`config.mk`:
```
export PLATFORM = sky130hd
export DESIGN_NAME = ram_burst_reader
export DESIGN_NICKNAME = d
export VERILOG_FILES = /design/src/rtl/ram_burst_reader_pkg.sv /design/src/rtl/ram_burst_reader_skid_fifo.sv /design/src/rtl/ram_burst_reader.sv
export SDC_FILE = /design/constraint.sdc
export NUM_CORES = 1
export LEC_CHECK = 0
export CAP_MARGIN = 30
export CORE_MARGIN = 2
export CORE_UTILIZATION = 46
export CTS_BUF_LIST = sky130_fd_sc_hd__clkbuf_16
export CTS_CLUSTER_DIAMETER = 200
export DETAILED_ROUTE_END_ITERATION = 12
export PLACE_DENSITY = 0.76
export SLEW_MARGIN = 20
export SYNTH_ARGS = -nofsm -noshare
export SYNTH_HDL_FRONTEND = slang
export SYNTH_SLANG_ARGS = --single-unit
export TNS_END_PERCENT = 30
```
`constraint.sdc`:
```
create_clock -name clk -period 2.1 [get_ports clk]
set_clock_uncertainty 0.1 [all_clocks]
set_input_delay 0.42 -clock clk [delete_from_list [all_inputs] [get_ports clk]]
set_output_delay 0.42 -clock clk [all_outputs]
set_load 0.03 [all_outputs]
```
`src/rtl/ram_burst_reader_pkg.sv`:
```
// Shared defaults, FSM state encoding and skid-buffer sizing for the RAM burst reader.
package ram_burst_reader_pkg;

    localparam int ADDR_W_DEF  = 3;
    localparam int DATA_W_DEF  = 16;
    localparam int BUF_DEPTH   = 2;
    localparam int BUF_PTR_W   = $clog2(BUF_DEPTH);
    localparam int BUF_CNT_W   = $clog2(BUF_DEPTH + 1);

    typedef enum logic [1:0] {
        S_IDLE,
        S_READ,
        S_DRAIN
    } state_t;

endpackage

```
`src/rtl/ram_burst_reader_skid_fifo.sv`:
```
// Two-entry FIFO skid buffer that absorbs RAM read data while the stream consumer stalls.
module burst_skid_fifo
    import ram_burst_reader_pkg::*;
#(
    parameter int DATA_W = DATA_W_DEF
) (
    input  logic              clk,
    input  logic              rst,
    input  logic              push,
    input  logic [DATA_W-1:0] din,
    input  logic              pop,
    output logic [DATA_W-1:0] dout,
    output logic              full,
    output logic              empty
);

    logic [DATA_W-1:0]    mem [BUF_DEPTH];
    logic [BUF_PTR_W-1:0] wr_ptr;
    logic [BUF_PTR_W-1:0] rd_ptr;
    logic [BUF_CNT_W-1:0] count;

    // Storage is cleared on reset so the stream data output reads zero afterwards.
    always_ff @(posedge clk) begin
        if (rst) begin
            for (int i = 0; i < BUF_DEPTH; i++) begin
                mem[i] <= '0;
            end
            wr_ptr <= '0;
            rd_ptr <= '0;
            count  <= '0;
        end else begin
            if (push) begin
                mem[wr_ptr] <= din;
                wr_ptr      <= wr_ptr + 1'b1;
            end
            if (pop) begin
                rd_ptr <= rd_ptr + 1'b1;
            end
            count <= count + BUF_CNT_W'(push) - BUF_CNT_W'(pop);
        end
    end

    assign dout  = mem[rd_ptr];
    assign full  = (count == BUF_CNT_W'(BUF_DEPTH));
    assign empty = (count == '0);

endmodule

```
`src/rtl/ram_burst_reader.sv`:
```
// Reads a burst of len words from a one-cycle-latency RAM (wrapping addresses) and
// streams them out through a valid/ready interface with a 2-entry skid buffer.
module ram_burst_reader
    import ram_burst_reader_pkg::*;
#(
    parameter int ADDR_W = ADDR_W_DEF,
    parameter int DATA_W = DATA_W_DEF
) (
    input  logic              clk,
    input  logic              rst,
    input  logic              start,
    input  logic [ADDR_W-1:0] base_addr,
    input  logic [3:0]        len,
    output logic              busy,
    output logic              done,
    output logic              ram_rd_en,
    output logic [ADDR_W-1:0] ram_rd_addr,
    input  logic [DATA_W-1:0] ram_rd_data,
    output logic [DATA_W-1:0] out_data,
    output logic              out_valid,
    input  logic              out_ready,
    output logic              out_last
);

    state_t            state;
    state_t            state_n;
    logic [ADDR_W-1:0] addr;
    logic [3:0]        reads_left;
    logic [3:0]        words_left;
    logic              rd_vld_p1;
    logic              done_q;
    logic              buf_full;
    logic              buf_empty;
    logic              pop;
    logic              last_pop;
    logic              accept;
    logic              zero_start;
    logic [2:0]        occ;

    assign out_valid   = !buf_empty;
    assign pop         = out_valid && out_ready;
    assign last_pop    = pop && (words_left == 4'd1);
    assign out_last    = out_valid && (words_left == 4'd1);
    assign busy        = (state != S_IDLE);
    assign done        = done_q;
    assign ram_rd_addr = addr;

    // Occupancy after this cycle's pop, plus the read whose data lands next cycle.
    assign occ = (buf_full ? 3'd2 : (buf_empty ? 3'd0 : 3'd1))
               + {2'b00, rd_vld_p1} - {2'b00, pop};

    always_ff @(posedge clk) begin
        if (rst) begin
            state <= S_IDLE;
        end else begin
            state <= state_n;
        end
    end

    always_comb begin
        state_n    = state;
        ram_rd_en  = 1'b0;
        accept     = 1'b0;
        zero_start = 1'b0;
        case (state)
            S_IDLE: begin
                // A start landing on the done cycle is dropped.
                if (start && !done_q) begin
                    if (len != 4'd0) begin
                        accept  = 1'b1;
                        state_n = S_READ;
                    end else begin
                        zero_start = 1'b1;
                    end
                end
            end
            S_READ: begin
                if (occ < 3'd2) begin
                    ram_rd_en = 1'b1;
                    if (reads_left == 4'd1) begin
                        state_n = S_DRAIN;
                    end
                end
            end
            S_DRAIN: begin
                if (last_pop) begin
                    state_n = S_IDLE;
                end
            end
            default: state_n = S_IDLE;
        endcase
    end

    // p0 -> p1: read strobe travels with the RAM's one-cycle read latency.
    always_ff @(posedge clk) begin
        if (rst) begin
            addr       <= '0;
            reads_left <= '0;
            words_left <= '0;
            rd_vld_p1  <= 1'b0;
            done_q     <= 1'b0;
        end else begin
            rd_vld_p1 <= ram_rd_en;
            done_q    <= zero_start || ((state == S_DRAIN) && last_pop);
            if (accept) begin
                addr       <= base_addr;
                reads_left <= len;
                words_left <= len;
            end else begin
                if (ram_rd_en) begin
                    addr       <= addr + 1'b1;
                    reads_left <= reads_left - 4'd1;
                end
                if (pop) begin
                    words_left <= words_left - 4'd1;
                end
            end
        end
    end

    burst_skid_fifo #(
        .DATA_W(DATA_W)
    ) u_skid (
        .clk  (clk),
        .rst  (rst),
        .push (rd_vld_p1),
        .din  (ram_rd_data),
        .pop  (pop),
        .dout (out_data),
        .full (buf_full),
        .empty(buf_empty)
    );

endmodule
```
==> results of run 1 <==
## stage by stage
stage / power [W] / instance area [um^2] / hold WS [ps] / setup TNS (ps)
global placement: 0.00169 / 3130 / 384 / -3530
floorplan: 0.00149 / 2430 / 362 / 0
detailed placement: 0.00170 / 3130 / 392 / -3900
global route: 0.00266 / 3330 / 451 / -142
CTS: 0.00257 / 3310 / 397 / -115
finish: 0.00256 / 3330 / 407 / -76.8
## cell families (layout without fill, tap and decap cells)
| kind of cell | count (synthesis) | after routing |
|---|---|---|
| flops | 52 | 52 |
| fa+ha+maj | 7 | 7 |
| buf+inv | 17 | 90 |
| compound gates | 24 | 24 |
| xor+xnor | 6 | 6 |
| mux | 19 | 19 |
| simple gates | 83 | 83 |
## path summary, 6_finish.rpt
check        cells after the start  slack [ps]             to
max                              7         -80      ram_rd_en
min                              2         410  reads_left[3]
max reg2reg                      9          90  reads_left[0]
min reg2reg                      2         410  reads_left[3]
## final cells by class
class	count	area [um^2]	share of cell area [%]
Multi-Input combinational cell	139	1010	30.5
Timing Repair Buffer	74	672	20.2
Tap cell	70	87.6	2.63
Clock inverter	3	38.8	1.16
Sequential cell	52	1360	40.9
Inverter	8	30.0	0.901
Clock buffer	5	125	3.76
## power breakdown
part | internal (W) | switching (W) | leakage, nW | total (W)
clock network | 0.000555 | 0.000337 | 0.0850 | 0.000893
logic | 0.000231 | 0.000244 | 0.783 | 0.000476
registers | 0.00116 | 0.0000387 | 0.498 | 0.00119
## Yosys cell counts (2+ instances only)
cell | n | area (um^2)
nor4_1 | 2 | 12.5
nand2_1 | 8 | 30.0
mux2i_1 | 2 | 20.0
dfxtp_1 | 20 | 400
inv_1 | 8 | 30.0
clkbuf_1 | 6 | 22.5
and3_1 | 2 | 12.5
nor2b_1 | 5 | 31.3
nor2_1 | 12 | 45.0
nand2b_1 | 2 | 12.5
xnor2_1 | 3 | 26.3
o2bb2ai_1 | 2 | 17.5
and2_1 | 33 | 206
o21ai_0 | 3 | 15.0
ha_1 | 7 | 87.6
or2_2 | 3 | 18.8
nor3_1 | 3 | 15.0
nand3_1 | 2 | 10.0
edfxtp_1 | 32 | 961
nor3b_1 | 2 | 15.0
a211oi_1 | 3 | 22.5
mux2_2 | 17 | 191
buf_2 | 2 | 10.0
a21oi_1 | 7 | 35.0
xor2_1 | 3 | 26.3
o21ai_1 | 2 | 10.0
## metal layers
metal  GRT usage [%]  vias up  routed length [um]
li1                -      873                   -
met2            29.5       37                2270
met5               0        -                   0
met4            7.64        0                  96
met3            3.88        9                 188
met1            21.1      824                2250
## state kept, by name, indices dropped and copies added, names as in the netlist, named ones only
signal / count
reads_left: 4
u_skid.rd_ptr: 1
done: 1
u_skid.count: 2
state: 2
ram_rd_addr: 3
words_left: 4
u_skid.mem: 32
rd_vld_p1: 1
u_skid.wr_ptr: 1
## placed cells by master, fill, tap and decap left out, types with 5 or more instances in the layout
cell             instances
buf_4                   24
nand2_1                  8
mux2_2                  17
dlygate4sd2_1           17
dfxtp_1                 18
nor2b_1                  5
inv_1                    8
edfxtp_1                32
clkdlybuf4s50_1         30
clkbuf_16                5
ha_1                     7
a21oi_1                  7
and2_1                  33
nor2_1                  12
## critical path: cells and delay by family, from the launching register on
family	cells	cell delay (ps)
DFF	1	340
AOI/OAI and AO/OA	1	50
adders and majority gates	1	280
and+or+nand+nor	3	500
buffers and inverters	2	190
## repair_timing
item,in CTS,in global routing
setup buffers,2,2
pin swaps,4,3
resized for setup,29,1
setup endpoints to repair,26,4
==> results.sh, run 1 <==
export IMPL_status="complete, but fails checks"
export IMPL_violations="negative setup slack"
export IMPL_slowest_stage="dfxtp_2"
export IMPL_cts_hold_buf=0
export IMPL_final_setup_worst_slack_ps=-76.8
export IMPL_utilization_pct=65.2
export IMPL_die_h_um=76.7
export IMPL_layout_drive_gt1_share_pct=23.1
export IMPL_via_per_inst=4.97
export IMPL_dieArea_mm2=0.00588
export IMPL_wire_per_inst_um=13.7
export IMPL_report_final_slew_viol_count=0
export IMPL_gp_congestion=0.773
export IMPL_setup_viol=1
export IMPL_vias=1743
export IMPL_place_ws_ps=-539
export IMPL_crit_chain="inv_2 > nand3_2 > o21ai_2 > and2_1 > ha_1 > and3b_2 > buf_6"
export IMPL_ir_drop_mv=0.354
export IMPL_num_antenna_cells=0
export IMPL_criticalPathCategory="flip-flop to output pin"
export IMPL_htree_num_levels=2
export IMPL_synthAdderAreaFrac_pct=3.60
export IMPL_hpwlAfterDp_um=3360
export IMPL_grt_first_pass_wirelength_um=8020
export IMPL_layout_nets=314
export IMPL_routed_wl_um=4800
export IMPL_synth_simple_gate_area_share_pct=20.3
export IMPL_cts_root_buf="clkbuf_16"
export IMPL_min_period_over_period_pct=104
export IMPL_worstSkewPairLatency_ps=290
export IMPL_rows=26
export IMPL_cp_arrival_ps=1660
export IMPL_crit_path_end_kind="output pin"
export IMPL_drcViolationCount=0
export IMPL_yosys_mux_area_fraction_pct=8.70
export IMPL_yosys_warnings=0
export IMPL_io_pins=51
export IMPL_dpl_cell_count=339
export IMPL_max_stage_delay_ps=340
export IMPL_reg2reg_from="u_skid.count[0]"
export IMPL_hold_viol_final=0
export IMPL_syn_area_per_cell_um2=11.7
export IMPL_synth_xor_area_share_pct=2.16
export IMPL_synth_top_family_by_area="simple AND/OR/NAND/NOR gates"
export IMPL_netlist_cell_type_count=43
export IMPL_critPathLaunchType="flip-flop"
export IMPL_dominantRegCellSynth="edfxtp_1"
export IMPL_p_leak_nw=1.37
export IMPL_io_buffers=50
export IMPL_synthCells=208
export IMPL_synth_fp_nets=242
export IMPL_yosys_register_bits=52
export IMPL_drv_cap=0
export IMPL_grt_max_degree=22
export IMPL_synth_area_mm2=0.00243
export IMPL_min_delay_start="reads_left[3]"
export IMPL_critPathRequiredTime_ps=1580
export IMPL_start_util_pct=47.6
export IMPL_worst_pin_slew_ps=413
export IMPL_ant_nets=0
export IMPL_first_global_vias=1771
export IMPL_dr_pass1_iters=4
export IMPL_rsz0062_at_grt="true"
export IMPL_final_cells=351
export IMPL_cts_buffers=5
export IMPL_async_flop_share_pct=0
export IMPL_cp_startpoint="u_skid.count[0]"
export IMPL_dieWidth_um=76.7
export IMPL_clock_sinks=52
export IMPL_fmax_mhz=459
export IMPL_path_clk_slew_ps=60
export IMPL_hold_path_class="flip-flop to flip-flop"
export IMPL_slew_headroom_pct=72.4
export IMPL_syn_to_final_growth_pct=37.1
export IMPL_synth_edff_count=32
export IMPL_crit_fanout=4
export IMPL_grt_overflow=0
export IMPL_yosysSeqAreaShare_pct=56.0
export IMPL_fillers=402
export IMPL_core_area_mm2=0.00511
export IMPL_tritoncts="done"
export IMPL_synth_compound_area_share_pct=6.23
export IMPL_drtIter0Drc=53
export IMPL_cts_buffer_depth=2
export IMPL_grt_usage_pct=17.3
export IMPL_powerDensity_mw_per_mm2=769
export IMPL_finalCriticalPeriod_ps=2180
export IMPL_antenna_found_initial=0
(Power assumes the default switching activity.)
==> inputs of run 2 (changes only) <==
- ABC_AREA: unset -> 1
- CTS_CLUSTER_SIZE: unset -> 25
- TNS_END_PERCENT: 30 -> 50
==> results.sh, run 2 <==
export IMPL_cp_arrival_ps=1610
export IMPL_dieWidth_um=77.6
export IMPL_worst_pin_slew_ps=332
export IMPL_tritoncts="done"
export IMPL_hold_viol_final=0
export IMPL_report_final_slew_viol_count=0
export IMPL_wire_per_inst_um=11.8
export IMPL_synthCells=270
export IMPL_yosys_register_bits=52
export IMPL_fmax_mhz=469
export IMPL_final_common_cell="nor2_1"
export IMPL_slew_headroom_pct=77.7
export IMPL_drv_cap=0
export IMPL_clock_sinks=52
export IMPL_crit_fanout=3
export IMPL_layout_drive_gt1_share_pct=17.6
export IMPL_cts_buffer_depth=2
export IMPL_synth_fp_nets=304
export IMPL_reg2reg_from="u_skid.count[0]"
export IMPL_min_delay_start="u_skid.rd_ptr"
export IMPL_critPathLaunchType="flip-flop"
export IMPL_htree_num_levels=2
export IMPL_finalCriticalPeriod_ps=2130
export IMPL_io_buffers=50
export IMPL_grt_first_pass_wirelength_um=8300
export IMPL_layout_nets=369
export IMPL_critPathRequiredTime_ps=1580
export IMPL_yosysSeqAreaShare_pct=54.7
export IMPL_cts_hold_buf=0
export IMPL_die_h_um=77.6
export IMPL_io_pins=51
export IMPL_cts_root_buf="clkbuf_16"
export IMPL_cp_startpoint="u_skid.count[0]"
export IMPL_grt_overflow=0
export IMPL_path_clk_slew_ps=60
export IMPL_cts_buffers=5
export IMPL_drtIter0Drc=142
export IMPL_synth_area_mm2=0.00249
export IMPL_syn_to_final_growth_pct=35.3
export IMPL_hpwlAfterDp_um=3310
export IMPL_num_antenna_cells=0
export IMPL_synth_common_cells="nor2_1 (58), inv_1 (39), nand2_1 (35)"
export IMPL_rows=26
export IMPL_min_period_over_period_pct=102
export IMPL_violations="negative setup slack"
export IMPL_dr_pass1_iters=4
export IMPL_hold_path_class="flip-flop to flip-flop"
export IMPL_grt_usage_pct=17.4
export IMPL_gp_congestion=0.834
export IMPL_core_area_mm2=0.00517
export IMPL_status="complete, but fails checks"
export IMPL_netlist_cell_type_count=24
export IMPL_ir_drop_mv=0.401
export IMPL_criticalPathCategory="flip-flop to output pin"
export IMPL_p_leak_nw=1.54
export IMPL_drcViolationCount=0
export IMPL_first_global_vias=1931
export IMPL_dominantRegCellSynth="edfxtp_1"
export IMPL_worstSkewPairLatency_ps=280
export IMPL_top_regs="u_skid.mem (32), reads_left (4), words_left (4)"
export IMPL_synth_area_top_cells="edfxtp_1 (39%), dfxtp_1 (16%), nor2_1 (8.7%)"
export IMPL_synth_edff_count=32
export IMPL_antenna_found_initial=0
export IMPL_grt_max_degree=18
export IMPL_place_ws_ps=-353
export IMPL_yosys_warnings=0
export IMPL_rsz0062_at_grt="true"
export IMPL_final_setup_worst_slack_ps=-34.0
export IMPL_ant_nets=0
export IMPL_start_util_pct=48.1
export IMPL_synth_top_area_share_pct=38.6
export IMPL_syn_area_per_cell_um2=9.22
export IMPL_async_flop_share_pct=0
export IMPL_via_per_inst=4.72
export IMPL_whs_ps=387
export IMPL_vias=1911
export IMPL_dieArea_mm2=0.00601
export IMPL_yosys_area_top_type="edfxtp_1"
export IMPL_largest_reg_flops=32
export IMPL_synth_most_common_cell="nor2_1"
export IMPL_powerDensity_mw_per_mm2=815
export IMPL_layout_common_cells="nor2_1 (57), inv_1 (36), nand2_1 (34)"
export IMPL_largest_register="u_skid.mem"
export IMPL_crit_path_end_kind="output pin"
export IMPL_setup_viol=1
export IMPL_routed_wl_um=4800
export IMPL_fillers=440
[run 2: cells by family (layout without fill, tap and decap cells)]
logic type,count (synthesis),after routing,synth area share [%]
xor+xnor,3,3,1.06
fa+ha+maj,7,7,3.52
simple gates,124,124,21.7
compound gates,17,17,3.47
flops,52,52,54.7
mux,16,16,7.24
buf+inv,51,116,8.30
[run 2: final cells by class]
type	instances	area, um^2	area share, %
flip-flops and latches	52	1360	40.5
multi-input cells	167	935	27.7
repair buffers	65	629	18.7
inverters	44	168	4.98
clock buffers	5	125	3.71
well taps	70	87.6	2.60
clock inverters	2	60.1	1.78
[run 2: final timing paths]
path	end	slack [ps]	depth (start not counted)
worst max-delay path	ram_rd_en	-30	9
worst min-delay path	flip-flop	390	1
worst max register to register	reads_left[1]	280	12
worst min register to register	flip-flop	390	1
[run 2: worst max-delay path, cell delays in order (launching register included)]
cell and delay, ps:
dfxtp_2 330, buf_4 150, inv_4 50, nand2_2 50
a21oi_2 150, ha_1 250, inv_2 60, nand3_2 80
inv_2 80, buf_6 130
[run 2: timing repair]
action	in CTS	in global routing
pin swaps	0	5
resized for setup	25	4
setup buffers	0	2
setup endpoints to repair	20	1
[run 2: power breakdown]
| group | internal, W | switching (W) |
|---|---|---|
| combinational | 0.000239 | 0.000311 |
| sequential | 0.00115 | 0.0000389 |
| clock | 0.000675 | 0.000328 |
[run 2: through the flow]
| stage | util, % | power [W] | area [um^2] | std cells | TNS [ps] |
|---|---|---|---|---|---|
| finish | 65.1 | 0.00275 | 3370 | 405 | -34.0 |
| detailed placement | 61.4 | 0.00177 | 3180 | 397 | -2670 |
| global placement | 61.4 | 0.00176 | 3180 | 397 | -2500 |
| CTS | 64.8 | 0.00276 | 3350 | 404 | -81.8 |
| global route | 65.1 | 0.00287 | 3370 | 405 | -129 |
| floorplan | - | 0.00155 | 2490 | 270 | 0 |
[run 2: layer usage]
| metal | vias to the layer above | part of all wire [%] | global-route usage [%] |
|---|---|---|---|
| li1 | 991 | - | - |
| met1 | 874 | 44 | 20.2 |
| met2 | 44 | 52 | 32.0 |
| met3 | 2 | 4.3 | 3.84 |
| met4 | 0 | 0.29 | 4.64 |
| met5 | - | 0 | 0 |
